<file path="config.mk">
export PLATFORM = sky130hd
export DESIGN_NAME = fetch_sequencer
export DESIGN_NICKNAME = d
export VERILOG_FILES = /design/src/rtl/fetch_sequencer.sv
export SDC_FILE = /design/constraint.sdc
export NUM_CORES = 1
export LEC_CHECK = 0
export BUFFER_PORTS_ARGS = -buffer_cell sky130_fd_sc_hd__buf_2
export CORE_ASPECT_RATIO = 0.5
export CORE_MARGIN = 2
export CORE_UTILIZATION = 41
export DETAILED_ROUTE_END_ITERATION = 7
export GPL_ROUTABILITY_DRIVEN = 0
export PLACE_DENSITY = 0.91
export SLEW_MARGIN = 20
export SYNTH_ARGS = -nofsm -noshare
export SYNTH_HDL_FRONTEND = slang
export SYNTH_SLANG_ARGS = --single-unit
</file>
<file path="constraint.sdc">
create_clock -name clk -period 2.9 [get_ports clk]
set_clock_uncertainty 0.2 [all_clocks]
set_input_delay 0 -clock clk [delete_from_list [all_inputs] [get_ports clk]]
set_output_delay 0 -clock clk [all_outputs]
set_load 0.01 [all_outputs]
</file>
<file path="src/rtl/fetch_sequencer.sv">
// Fetch sequencer: host loads instruction memory in IDLE, then a run steps the
// fetch stage until the halt word or the watchdog ends it, with flush on redirect.
module fetch_sequencer #(
  parameter logic [31:0] HALT_WORD  = 32'hFFFF_FFFF,
  parameter logic [31:0] MAX_CYCLES = 32'd100000
) (
  input  logic        clk,
  input  logic        rst,
  input  logic        start,
  input  logic        h_valid,
  output logic        h_ready,
  input  logic [7:0]  h_addr,
  input  logic [31:0] h_data,
  input  logic [31:0] pc,
  input  logic [31:0] instr,
  input  logic        stall,
  input  logic        redirect,
  output logic        im_wea,
  output logic [7:0]  im_addr,
  output logic [31:0] im_din,
  output logic [1:0]  curr_state,
  output logic        ir_write,
  output logic        flush,
  output logic        done,
  output logic        timeout,
  output logic [31:0] cycle_cnt
);

  localparam int unsigned CNT_W        = 32;
  localparam logic [CNT_W-1:0] WDOG_LAST = MAX_CYCLES - 32'd1;

  typedef enum logic [1:0] {
    ST_IDLE = 2'b00,
    ST_RUN  = 2'b01,
    ST_HALT = 2'b10
  } state_t;

  state_t           r_state;
  state_t           w_next;
  logic             w_ir_write;
  logic             w_halt;
  logic             w_wdog;
  logic             r_flush;
  logic             r_done;
  logic             r_timeout;
  logic [CNT_W-1:0] r_cycle_cnt;
  logic             w_unused_pc;

  assign w_unused_pc = ^{pc[31:10], pc[1:0]};

  assign curr_state = r_state;
  assign ir_write   = w_ir_write;
  assign flush      = r_flush;
  assign done       = r_done;
  assign timeout    = r_timeout;
  assign cycle_cnt  = r_cycle_cnt;

  // State register
  always_ff @(posedge clk or posedge rst) begin
    if (rst) begin
      r_state <= ST_IDLE;
    end else begin
      r_state <= w_next;
    end
  end

  // Next state and memory-port muxing; IDLE values are the defaults (also used for 2'b11)
  always_comb begin
    w_next     = ST_IDLE;
    w_ir_write = 1'b0;
    w_halt     = 1'b0;
    w_wdog     = 1'b0;
    h_ready    = 1'b1;
    im_wea     = h_valid;
    im_addr    = h_addr;
    im_din     = h_data;
    case (r_state)
      ST_IDLE: begin
        w_next = start ? ST_RUN : ST_IDLE;
      end
      ST_RUN: begin
        h_ready    = 1'b0;
        im_wea     = 1'b0;
        im_din     = '0;
        im_addr    = pc[9:2];
        w_ir_write = !stall && !r_flush;
        w_halt     = w_ir_write && (instr == HALT_WORD);
        w_wdog     = !w_halt && (r_cycle_cnt == WDOG_LAST);
        w_next     = (w_halt || w_wdog) ? ST_HALT : ST_RUN;
      end
      ST_HALT: begin
        h_ready = 1'b0;
        im_wea  = 1'b0;
        im_din  = '0;
        im_addr = pc[9:2];
        w_next  = start ? ST_IDLE : ST_HALT;
      end
      default: begin
        w_next = ST_IDLE;
      end
    endcase
  end

  // Run bookkeeping: cycle counter, flush bubble and end-of-run flags
  always_ff @(posedge clk or posedge rst) begin
    if (rst) begin
      r_cycle_cnt <= '0;
      r_flush     <= 1'b0;
      r_done      <= 1'b0;
      r_timeout   <= 1'b0;
    end else if (r_state == ST_IDLE && start) begin
      r_cycle_cnt <= '0;
      r_flush     <= 1'b0;
      r_done      <= 1'b0;
      r_timeout   <= 1'b0;
    end else if (r_state == ST_RUN) begin
      // The watchdog edge leaves the count at MAX_CYCLES-1; saturate instead of wrapping
      if (!w_wdog && (r_cycle_cnt != '1)) begin
        r_cycle_cnt <= r_cycle_cnt + CNT_W'(1);
      end
      r_flush <= redirect && (w_next == ST_RUN);
      if (w_halt) begin
        r_done <= 1'b1;
      end
      if (w_wdog) begin
        r_timeout <= 1'b1;
      end
    end else begin
      r_flush <= 1'b0;
    end
  end

endmodule

</file>
Word-level counts from Yosys, hierarchy flattened
Cells that the tools add are included.
{ "totals": {"regBits": 37, "input_bits": 110} }
{ "op_classes": {"n_addsub": 1, "n_eq_ne": 6, "reduce_logical": 20, "mux": 22} }
{ "op_table": {"columns": ["op", "count"], "rows": [
  ["$mux 32", 4],
  ["$add 32x1->32 const B", 1],
  ["$eq 32x17->1 const B", 1],
  ["$eq 32x32->1 const B", 1],
  ["$ne 32x32->1 const B", 1],
  ["$mux 1", 14],
  ["$mux 8", 1],
  ["$reduce_bool 2->1", 4],
  ["$logic_and 1x1->1", 6],
  ["$pmux 2 s3", 1],
  ["$reduce_and 2->1", 3],
  ["$eq 2x1->1 const B", 2],
  ["$logic_not 1->1", 4],
  ["$mux 2", 2],
  ["$eq 2x2->1 const B", 1],
  ["$logic_not 2->1", 1],
  ["$reduce_or 2->1", 1],
  ["$logic_or 1x1->1", 1]
]} }

Longest topological paths before layout
{ "logic_depth": {"depth_word": 12, "mapped_depth": 9, "mapped_depth_nobuf": 7} }

Worst setup path before layout
OpenSTA, ideal clock, no wires.
{ "synth_path": {"path_kind": "reg2reg", "from": "reg r_cycle_cnt[14] (netlist: cycle_cnt[14])", "to": "reg r_cycle_cnt[0] (netlist: cycle_cnt[0])", "required_ps": 2568, "period_less_slack_ps": 2335, "arrival_ps": 2003, "setup_time_ps": 132, "stages_incl_launch_ff": 9, "setup_slack_ps": 565, "cell_sequence": "dfrtp_1 -> nor4_1 -> nand2_1 -> or4_4 -> o211ai_4 -> buf_6 -> buf_12 -> xor2_1 -> nor2_1"} }
{ "synth_via": {"elab_chain_len": 7, "word_cells_on_any_way": 8} }
{ "synth_rtl": {"columns": ["element", "line", "text"], "rows": [
  ["start: declaration", "46", "logic [CNT_W-1:0] r_cycle_cnt;"],
  ["start signal: assignment", "119", "r_cycle_cnt <= r_cycle_cnt + CNT_W'(1);"],
  ["$eq 32x17->1", "88", "w_wdog = !w_halt && (r_cycle_cnt == WDOG_LAST);"],
  ["$logic_and 1x1->1", "88", null],
  ["$mux 1", "77", "case (r_state)"],
  ["$logic_not 1->1", "118", "if (!w_wdog && (r_cycle_cnt != '1)) begin"],
  ["$logic_and 1x1->1 *", "118", null],
  ["$reduce_bool 2->1 (no source line) *", null, null],
  ["$reduce_and 2->1 (no source line) *", null, null]
]} }
Mark *: on every way between the ends. The rest lies on a longest branch, timed or not.
A chain may end at the register's enable or synchronous reset.

Final worst setup path
{ "layout_path": {"from": "reg r_cycle_cnt[5] (netlist: cycle_cnt[5])", "to": "reg r_cycle_cnt[11] (netlist: cycle_cnt[11])"} }
{ "layout_via": {"elab_chain_len": 7, "word_cells_on_any_way": 12} }
{ "layout_rtl": {"columns": ["element"], "rows": [
  ["parallel branches: the longest is 7 deep, another holds $add 32x1->32"]
]} }
Several ways; the timed one is not identified. The select of a mux whose other input is x is not followed.

==> metrics.md <==
| Metric | Value |
|---|---|
| Design Area, Final | 3590 sq um |
| Average via count per standard cell | 5.35 |
| Startpoint type of the worst setup path | flop |
| Count of routing violations after the opening detailed-route iteration | 184 |
| Cell type with the highest aggregate area in the netlist | dfrtp_1 |
| Number of violations of the max-capacitance limit | 0 |
| Share of the clock period used by the worst path after layout | 90.0% |
| Data required time of the worst path | 2.83 ns |
| Hold Path Class | input pin to primary output |
| Post-cts hold buffer count | 4 |
| Sinks on the clock net | 37 |
| Register area share after synthesis | 36.7% |
| TritonCTS clock tree | done |
| Total length of routed wires | 8400 microns |
| Number of levels the H-tree was split into | 2 |
| Latest clock arrival within the worst-skew pair | 0.28 ns |
| Leakage power | 1.85 nW |
| Post-layout total power | 1.64 mW |
| Final Max Slew Viols | 0 |
| Area fraction of the dominant cell type after synthesis | 36.7% |
| Total Neg Setup Slack | 0 ns |
| Sequence of cells on the critical path | nor4b_1, nand4_1, or4_4, o211ai_4, buf_4, or3_2, a21oi_2 |
| Vias | 2846 |
| Synth top area cells | dfrtp_1 (37%), nor2b_1 (8.2%), nand4_1 (5.0%) |
| Result of the run | finished clean |
| Area of placed instances | 3410 sq um |
| Die area | 6830 sq um |
| Starting utilization of the core area | 42.0% |
| Longest Clk Path Bufs | 2 |
| Reg clk slew, reported paths | 0.05 ns |
| IO Pins | 190 |
| Number of antenna violations at the first check in global routing | 1 |
| Total number of placement rows | 20 |
| Area Overhead vs Synth | 42.3% |
| Total global routing overflow | 0 |
| Quantity of gates resized following cts | 0 |
| Clock period minus final worst setup slack | 2.61 ns |
| Drt first pass iters | 4 |
| Maximum clock frequency | 0.383 GHz |
| Worst path top cell family by delay | simple AND/OR/NAND/NOR gates |
| Number of nets produced by synthesis | 398 |
| Port Buffer Count | 165 |
| Post-route ant nets | 0 |
| Remaining design rule violation count | 0 |
| Die outline height | 59.5 microns |
| Number of synthesized register bits | 37 |
| Final layout net count | 569 |
| Peak fanout along the critical path | 23 |
| Library cell used as clock root buffer | clkbuf_16 |
| Final core occ | 59.8% |
| Average footprint of a synthesized cell | 8.91 sq um |
| Overall fraction of global-route tracks in use | 24.9% |
| Unrepaired setup endpoints after global routing | no |
| Largest net degree at the start of global routing | 42 |
| Share of synthesized registers carrying an async set or reset | 100% |
| Core area | 6010 sq um |
| Total of warnings raised by yosys | 0 |
| Global-route wire length before repair | 13200 microns |
| Endpoint type of the worst setup path | flop |
| Routed length per placed instance | 15.8 microns |
| Total setup buffers inserted after CTS | 0 |
| Post-synth design cell area | 2520 sq um |
| Total count of hold-check failures in the final report | 0 |
| Via count of the first global-routing pass | 2675 |
| Final-report setup violation count | 0 |
| Die width | 115 microns |
| Delay of the slowest cell on the worst path | 0.48 ns |
| Filler Cell Count | 512 |
| Measured slew at the worst slew-check pin | 0.733 ns |
| Synthesized instance count | 283 |
| Most used DFF post-synth | dfrtp_1 |
| Setup CP Type | flop to flop |
| Distinct cells, synth | 47 |
| Power per cell area | 457 nW/um^2 |
| Estimated wirelength of the detail-placed design | 6590 microns |
| Area taken by flip-flops and latches | 926 sq um |
| Largest vdd supply drop | 281 uV |
| Cell with the largest stage delay on the worst path | nor4b_1 |
| Fraction of final layout cells with drive strength greater than 1 | 45.3% |
| Number of enable flip-flop cells after synthesis | 0 |
| CP arrival | 2.54 ns |
| Total buffers and inverters traversed by the critical path | 1 |
| Rel. slew slack | 51.1% |
| CTS buffer count | 5 |
| Area of combinational cells with multiple inputs | 1480 sq um |
## layer usage
metal / track usage (%) / wire length, microns
met2: 43.9 / 4240
met5: 0 / 0
met3: 4.81 / 693
met4: 9.29 / 132
met1: 30.8 / 3330
## final timing paths
path	cells after the start	from	slack, ns	to
setup / recovery	7	cycle_cnt[5]	0.29	cycle_cnt[11]
hold / removal	3	stall	0.08	ir_write
setup reg to reg	7	cycle_cnt[5]	0.29	cycle_cnt[11]
hold reg to reg	2	done	0.31	done
max in group asynchronous	4	rst	1.99	cycle_cnt[8]
min in group asynchronous	4	rst	0.17	cycle_cnt[0]
## sequential cells by signal, summed over array words and instances, names as in the netlist
name	cells
timeout	1
flush	1
done	1
cycle_cnt	32
curr_state	2
## synth_stat cells, types with 2 or more instances
master and number:
xor2_1 10, or3_1 2, xnor2_1 5, and2_1 4, nand4b_1 2, nor4_1 7
o21ai_0 3, clkbuf_1 6, nand4_1 20, nor2_1 23, ha_1 5, inv_1 8
o211ai_1 4, and4_1 3, nand2_1 21, nand2b_1 3, a21oi_1 11, nand3_1 10
a21oi_2 3, nor3_1 9, or4_1 6, buf_6 2, and3_1 5, o31ai_1 6
or3_2 4, buf_2 2, o21ai_2 3, nor2b_1 33, dfrtp_1 37, or4_2 2
mux2_2 8
## placed cells by master (no fill, tap or decap), types with 2 or more instances in the layout
| master | count |
|---|---|
| buf_2 | 165 |
| xnor2_1 | 5 |
| nand2_1 | 21 |
| and4_1 | 3 |
| or4_2 | 2 |
| nand2b_1 | 3 |
| buf_4 | 8 |
| nor2b_1 | 33 |
| xor2_1 | 10 |
| or4_1 | 6 |
| o211ai_1 | 4 |
| diode_2 | 2 |
| mux2_2 | 8 |
| dlygate4sd3_1 | 4 |
| and2_1 | 4 |
| o21ai_0 | 3 |
| nor2_1 | 23 |
| inv_1 | 8 |
| and3_1 | 5 |
| ha_1 | 5 |
| a21oi_2 | 3 |
| o31ai_1 | 6 |
| nor4_1 | 7 |
| nand3_1 | 10 |
| or3_2 | 4 |
| nand4_1 | 20 |
| or3_1 | 2 |
| a21oi_1 | 11 |
| nor3_1 | 9 |
| nand4b_1 | 2 |
| o21ai_2 | 3 |
| dfrtp_1 | 37 |
| clkbuf_16 | 5 |
## power by group
part           switching [mW]  internal, mW
clock network           0.198         0.307
registers              0.0925         0.581
logic                   0.249         0.215
## cells by family after synthesis
group	Yosys count	share of synthesized area (%)
compound gates	34	9.57
simple gates	162	37.3
mux	9	3.97
flops	37	36.7
buf+inv	21	4.76
fa+ha+maj	5	2.48
xor+xnor	15	5.21
## stage by stage
stage	instances	hold slack, ns	worst slack [ns]
after floorplan	283	-0.149	0.565
after global placement	520	-0.0714	0.487
after detailed placement	520	-0.0706	0.455
after CTS	530	0.0687	0.334
after global routing	531	0.0922	0.231
final	532	0.0766	0.291
## tightest hold or removal path, delay by kind of cell
kind	cells	cell delay [ns]
buf+inv	2	0.22
simple gates	1	0.05
## final cells by class
type	instances	area share, %
tap	77	2.68
timing repair buffer	177	25.8
sequential	37	25.8
clock buffer	5	3.49
clock inverter	1	0.139
multi-input combinational	225	41.1
inverter	8	0.837
antenna	2	0.139
(Power assumes the default switching activity.)
